## config.mk

```make
export PLATFORM = sky130hd
export DESIGN_NAME = if_stage
export DESIGN_NICKNAME = d
export VERILOG_FILES = /design/src/rtl/if_stage.sv
export SDC_FILE = /design/constraint.sdc
export NUM_CORES = 1
export LEC_CHECK = 0
export CORE_MARGIN = 1
export CORE_UTILIZATION = 37
export DETAILED_ROUTE_END_ITERATION = 7
export MAX_ROUTING_LAYER = met4
export PLACE_DENSITY = 0.72
export SLEW_MARGIN = 20
export SYNTH_ARGS = -nofsm -noshare
export SYNTH_HDL_FRONTEND = slang
export SYNTH_SLANG_ARGS = --single-unit
export TNS_END_PERCENT = 50
```

## constraint.sdc

```tcl
create_clock -name clk -period 6 [get_ports clk]
set_input_delay 1.2 -clock clk [delete_from_list [all_inputs] [get_ports clk]]
set_output_delay 1.2 -clock clk [all_outputs]
set_load 0.1 [all_outputs]
```

## src/rtl/if_stage.sv

```systemverilog
// Instruction fetch stage. It issues one instruction-memory read at a time,
// holds the IF/ID pipeline register, and keeps a one-entry skid buffer so
// that a word returned while decode is stalled is never dropped. Redirects
// restart the fetch stream. A redirect that arrives while a request is still
// waiting is handled by letting that stale request finish and throwing its
// data away.
module if_stage #(
    parameter logic [31:0] RESET_PC = 32'h0000_0000
) (
    input  logic        clk,
    input  logic        rst,
    input  logic        stall_i,
    input  logic        redirect_i,
    input  logic [31:0] redirect_pc_i,
    output logic        imem_req_o,
    output logic [31:0] imem_addr_o,
    input  logic        imem_ack_i,
    input  logic [31:0] imem_rdata_i,
    output logic [31:0] pc_o,
    output logic [31:0] inst_o,
    output logic        valid_o
);

    typedef enum logic [1:0] {
        FETCH = 2'd0,   // request outstanding at fetch_pc
        SKID  = 2'd1,   // one word parked in the skid buffer, no request
        FLUSH = 2'd2    // stale request outstanding, its data is dropped
    } state_t;

    state_t      state, state_n;
    logic [31:0] fetch_pc, fetch_pc_n;    // address of the current request
    logic [31:0] flush_pc, flush_pc_n;    // where to resume once FLUSH ends
    logic [31:0] skid_pc, skid_pc_n;
    logic [31:0] skid_inst, skid_inst_n;
    logic [31:0] pc_n, inst_n;
    logic        valid_n;
    logic        ack;
    logic [31:0] target;

    // The request is held low for as long as reset is asserted, so the first
    // request at RESET_PC is raised in the cycle right after reset falls.
    assign imem_req_o  = !rst && (state != SKID);
    assign imem_addr_o = fetch_pc;
    // An acknowledge with no request pending is meaningless and is ignored.
    assign ack         = imem_req_o && imem_ack_i;
    assign target      = {redirect_pc_i[31:2], 2'b00};

    // Next-state and next-register values; a redirect overrides everything.
    always_comb begin
        // NOTE: every signal written here is given its hold value first, so
        // no path through the block leaves one unassigned and infers a latch.
        state_n     = state;
        fetch_pc_n  = fetch_pc;
        flush_pc_n  = flush_pc;
        skid_pc_n   = skid_pc;
        skid_inst_n = skid_inst;
        pc_n        = pc_o;
        inst_n      = inst_o;
        valid_n     = valid_o;

        if (redirect_i) begin
            valid_n = 1'b0;
            inst_n  = 32'h0000_0000;
            // With no request pending (SKID), or one completing right now,
            // fetching restarts at the target directly. Otherwise the pending
            // request has to drain first, and the latest target is kept.
            if ((state == SKID) || ack) begin
                fetch_pc_n = target;
                state_n    = FETCH;
            end else begin
                flush_pc_n = target;
                state_n    = FLUSH;
            end
        end else begin
            case (state)
                FETCH: begin
                    if (ack) begin
                        fetch_pc_n = fetch_pc + 32'd4;
                        if (!valid_o || !stall_i) begin
                            pc_n    = fetch_pc;
                            inst_n  = imem_rdata_i;
                            valid_n = 1'b1;
                        end else begin
                            skid_pc_n   = fetch_pc;
                            skid_inst_n = imem_rdata_i;
                            state_n     = SKID;
                        end
                    end else if (!stall_i) begin
                        valid_n = 1'b0;
                        inst_n  = 32'h0000_0000;
                    end
                end
                SKID: begin
                    if (!stall_i) begin
                        pc_n    = skid_pc;
                        inst_n  = skid_inst;
                        valid_n = 1'b1;
                        state_n = FETCH;
                    end
                end
                FLUSH: begin
                    if (ack) begin
                        fetch_pc_n = flush_pc;
                        state_n    = FETCH;
                    end
                end
                default: state_n = FETCH;
            endcase
        end
    end

    // State register.
    always_ff @(posedge clk or posedge rst) begin
        // NOTE: sequential state uses non-blocking assignments so that every
        // register samples the pre-edge value of every other register.
        if (rst) state <= FETCH;
        else     state <= state_n;
    end

    // Fetch PC, skid buffer and IF/ID register.
    always_ff @(posedge clk or posedge rst) begin
        if (rst) begin
            fetch_pc  <= RESET_PC;
            flush_pc  <= RESET_PC;
            skid_pc   <= 32'h0000_0000;
            skid_inst <= 32'h0000_0000;
            pc_o      <= 32'h0000_0000;
            inst_o    <= 32'h0000_0000;
            valid_o   <= 1'b0;
        end else begin
            fetch_pc  <= fetch_pc_n;
            flush_pc  <= flush_pc_n;
            skid_pc   <= skid_pc_n;
            skid_inst <= skid_inst_n;
            pc_o      <= pc_n;
            inst_o    <= inst_n;
            valid_o   <= valid_n;
        end
    end

endmodule
```

==> impl_metrics.env <==
export IMPL_first_pass_iters=8
export IMPL_grt_pass1_vias=6468
export IMPL_synth_xor_area_frac=0.003933
export IMPL_grt_max_degree=189
export IMPL_synth_ff_type="dfrtp_1"
export IMPL_grt_pass1_wl_um=35630
export IMPL_cts_buffers=17
export IMPL_yosys_top_cells_area="dfrtp_1 (53%), mux2_4 (8.9%), o21ai_0 (6.2%)"
export IMPL_port_buffers=160
export IMPL_clkLatencyLatePin_ns=0.43
export IMPL_crit_path_start_kind="primary input"
export IMPL_antenna_found_initial=0
export IMPL_wl_met1_um=10520
export IMPL_seqCellArea_um2=4679
export IMPL_wl_met3_um=1286
export IMPL_end_kind="primary output"
export IMPL_via_per_inst=5.257
export IMPL_async_reset_ff_frac=1.000
export IMPL_totalWireLength_um=22300
export IMPL_track_usage=0.1929
export IMPL_drc=0
export IMPL_core_rowCount=56
export IMPL_syn_inst=806
export IMPL_synth_top_family_by_area="multiplexers"
export IMPL_final_antenna_net_count=0
export IMPL_hold_violations=0
export IMPL_yosys_register_bits=187
export IMPL_synth_top_area_cell="dfrtp_1"
export IMPL_period_share=0.6997
export IMPL_synth_area_per_cell_um2=11.05
export IMPL_pre_cts_slack_ns=1.780
export IMPL_wl_per_cell_um=17.51
export IMPL_utilization=0.4825
export IMPL_setup_slack_ns=1.802
export IMPL_status="finished, final reports clean"
export IMPL_cts_repair_resized=0
export IMPL_worstMarginPinSlew_ns=1.042
export IMPL_routed_top_layer="met4"
export IMPL_cts_sinks=187
export IMPL_crit_type="primary input to primary output"
export IMPL_core_area_um2=23540
export IMPL_gp_congestion=0.7980
export IMPL_fin_nets=1012
export IMPL_clockRootBuffer="clkbuf_16"
export IMPL_cts_htree_levels=4
export IMPL_die_w_um=157.2
export IMPL_cp_arrival_ns=3.00
export IMPL_routed_wl_met2_um=10220
export IMPL_drv_slew=0
export IMPL_pin_count=167
export IMPL_die_h_um=157.2
export IMPL_vias=6697
export IMPL_hpwl_um=14500
export IMPL_setup_violations=0
export IMPL_tns_ns=0
export IMPL_timing_fmax_ghz=0.2382
export IMPL_start_util=0.3783
export IMPL_power_density_nw_per_um2=367.6
export IMPL_required_ns=4.80
export IMPL_worstHoldPathType="flip-flop to flip-flop"
export IMPL_drt_iter0_drc=645
export IMPL_fp_dieArea_um2=24700
export IMPL_ys_seq_area_frac=0.5254
export IMPL_yosysTopAreaCellShare=0.5254
export IMPL_clockBufferDepth=2
export IMPL_p_leak_uw=0.005126
export IMPL_synth_mux_area_fraction=0.1690
export IMPL_hold_buffers=0
export IMPL_clkSlewWorstSetupHoldPaths_ns=0.07
export IMPL_drive_above_1_share=0.1550
export IMPL_num_fill_cells=2161
export IMPL_synth_compound_area_frac=0.1521
export IMPL_vdd_drop_max_v=0.0002131
export IMPL_rsz0062_at_grt="false"
export IMPL_synth_simple_area_share=0.1101
export IMPL_yosys_warnings=0
export IMPL_cts_tree="built"
export IMPL_diodes=0
export IMPL_synth_cell_types=60
export IMPL_post_cts_buffers=0
export IMPL_cp_max_fo=3
export IMPL_max_cap_viol_count=0
export IMPL_synth_edff_count=0
export IMPL_areaGrowthSynthToFinish_pct=27.53
export IMPL_clock_skew_ns=0.009726
export IMPL_overflow=0
export IMPL_min_period_ns=4.198
export IMPL_synth_adder_area_share=0.001405
export IMPL_multiInputGateArea_um2=3936
export IMPL_slew_headroom=0.3052
export IMPL_synth_area_um2=8907
through the flow:
step | instances | instance area, um^2 | total power, uW | hold WS [ns]
after floorplan | 809 | 8922 | 2674 | 0.4635
after global placement | 1241 | 10750 | 3048 | 0.4602
after detailed placement | 1241 | 10750 | 3068 | 0.4685
after CTS | 1273 | 11330 | 4215 | 0.4847
after global routing | 1274 | 11360 | 4355 | 0.5061
final | 1274 | 11360 | 4176 | 0.4798
area by class of cell:
type                    instances  area share
multi-input cells             556      0.3465
well taps                     319     0.03514
inverters                       6    0.002313
flip-flops and latches        187      0.4119
clock buffers                  18     0.03866
clock inverters                14     0.01278
repair buffers                174      0.1527
cells by family after synthesis:
logic type | count (synthesis)
buf+inv | 66
flops | 187
simple gates | 204
mux | 119
compound gates | 224
fa+ha+maj | 1
xor+xnor | 4
other cells | 1
synth_stat cells (5+ instances only):
library cell and number:
a41oi_1 5, buf_6 7, a31oi_1 17, and3_1 13, clkbuf_1 32, o21ai_0 111, mux2_4 53, a211oi_1 6
nand2_1 105, nor2_1 34, mux2i_1 27, buf_2 14, inv_1 6, nor3_1 5, mux2_2 33, a21oi_1 26
nand4_1 7, dfrtp_1 187, nand3_1 9, mux2_1 6, a22oi_1 32
layout by cell type (no fill, tap or decap), types with 17 or more instances in the layout:
| master | Yosys | final |
|---|---|---|
| a21oi_1 | 26 | 26 |
| a22oi_1 | 32 | 32 |
| a31oi_1 | 17 | 17 |
| clkbuf_16 | 0 | 17 |
| clkdlybuf4s50_1 | 0 | 159 |
| dfrtp_1 | 187 | 187 |
| mux2_2 | 33 | 33 |
| mux2_4 | 53 | 53 |
| mux2i_1 | 27 | 27 |
| nand2_1 | 105 | 105 |
| nor2_1 | 34 | 33 |
| o21ai_0 | 111 | 111 |
worst max-delay path: stages:
cell and delay, ns:
clkdlybuf4s50_1 0.51, nor2_1 0.14, clkdlybuf4s50_1 1.14
power by group:
part | switching [uW] | total [uW] | internal, uW
combinational | 1070 | 1450 | 386
sequential | 159 | 1590 | 1430
clock | 533 | 1130 | 601
final timing paths:
| kind | startpoint | to | slack, ns | cells after the start |
|---|---|---|---|---|
| worst max-delay path | rst | imem_req_o | 1.80 | 3 |
| worst min-delay path | inst_o[13] | inst_o[13] | 0.48 | 2 |
| worst max register to register | state[1] | skid_pc[10] | 2.29 | 7 |
| worst min register to register | inst_o[13] | inst_o[13] | 0.48 | 2 |
| max in group asynchronous | rst | flush_pc[22] | 3.69 | 4 |
| min in group asynchronous | rst | inst_o[9] | 1.35 | 3 |
registers in the layout, summed over array words and instances, names as in the netlist:
name and cells:
pc_o 30, valid_o 1, state 2, flush_pc 30, skid_pc 30, skid_inst 32, imem_addr_o 30, inst_o 32
layer usage:
metal	GRT usage	up-vias
met1	0.2586	3301
met5	-	-
met4	0.05270	0
li1	-	3176
met3	0.04295	22
met2	0.2940	198
(Power assumes the default switching activity.)
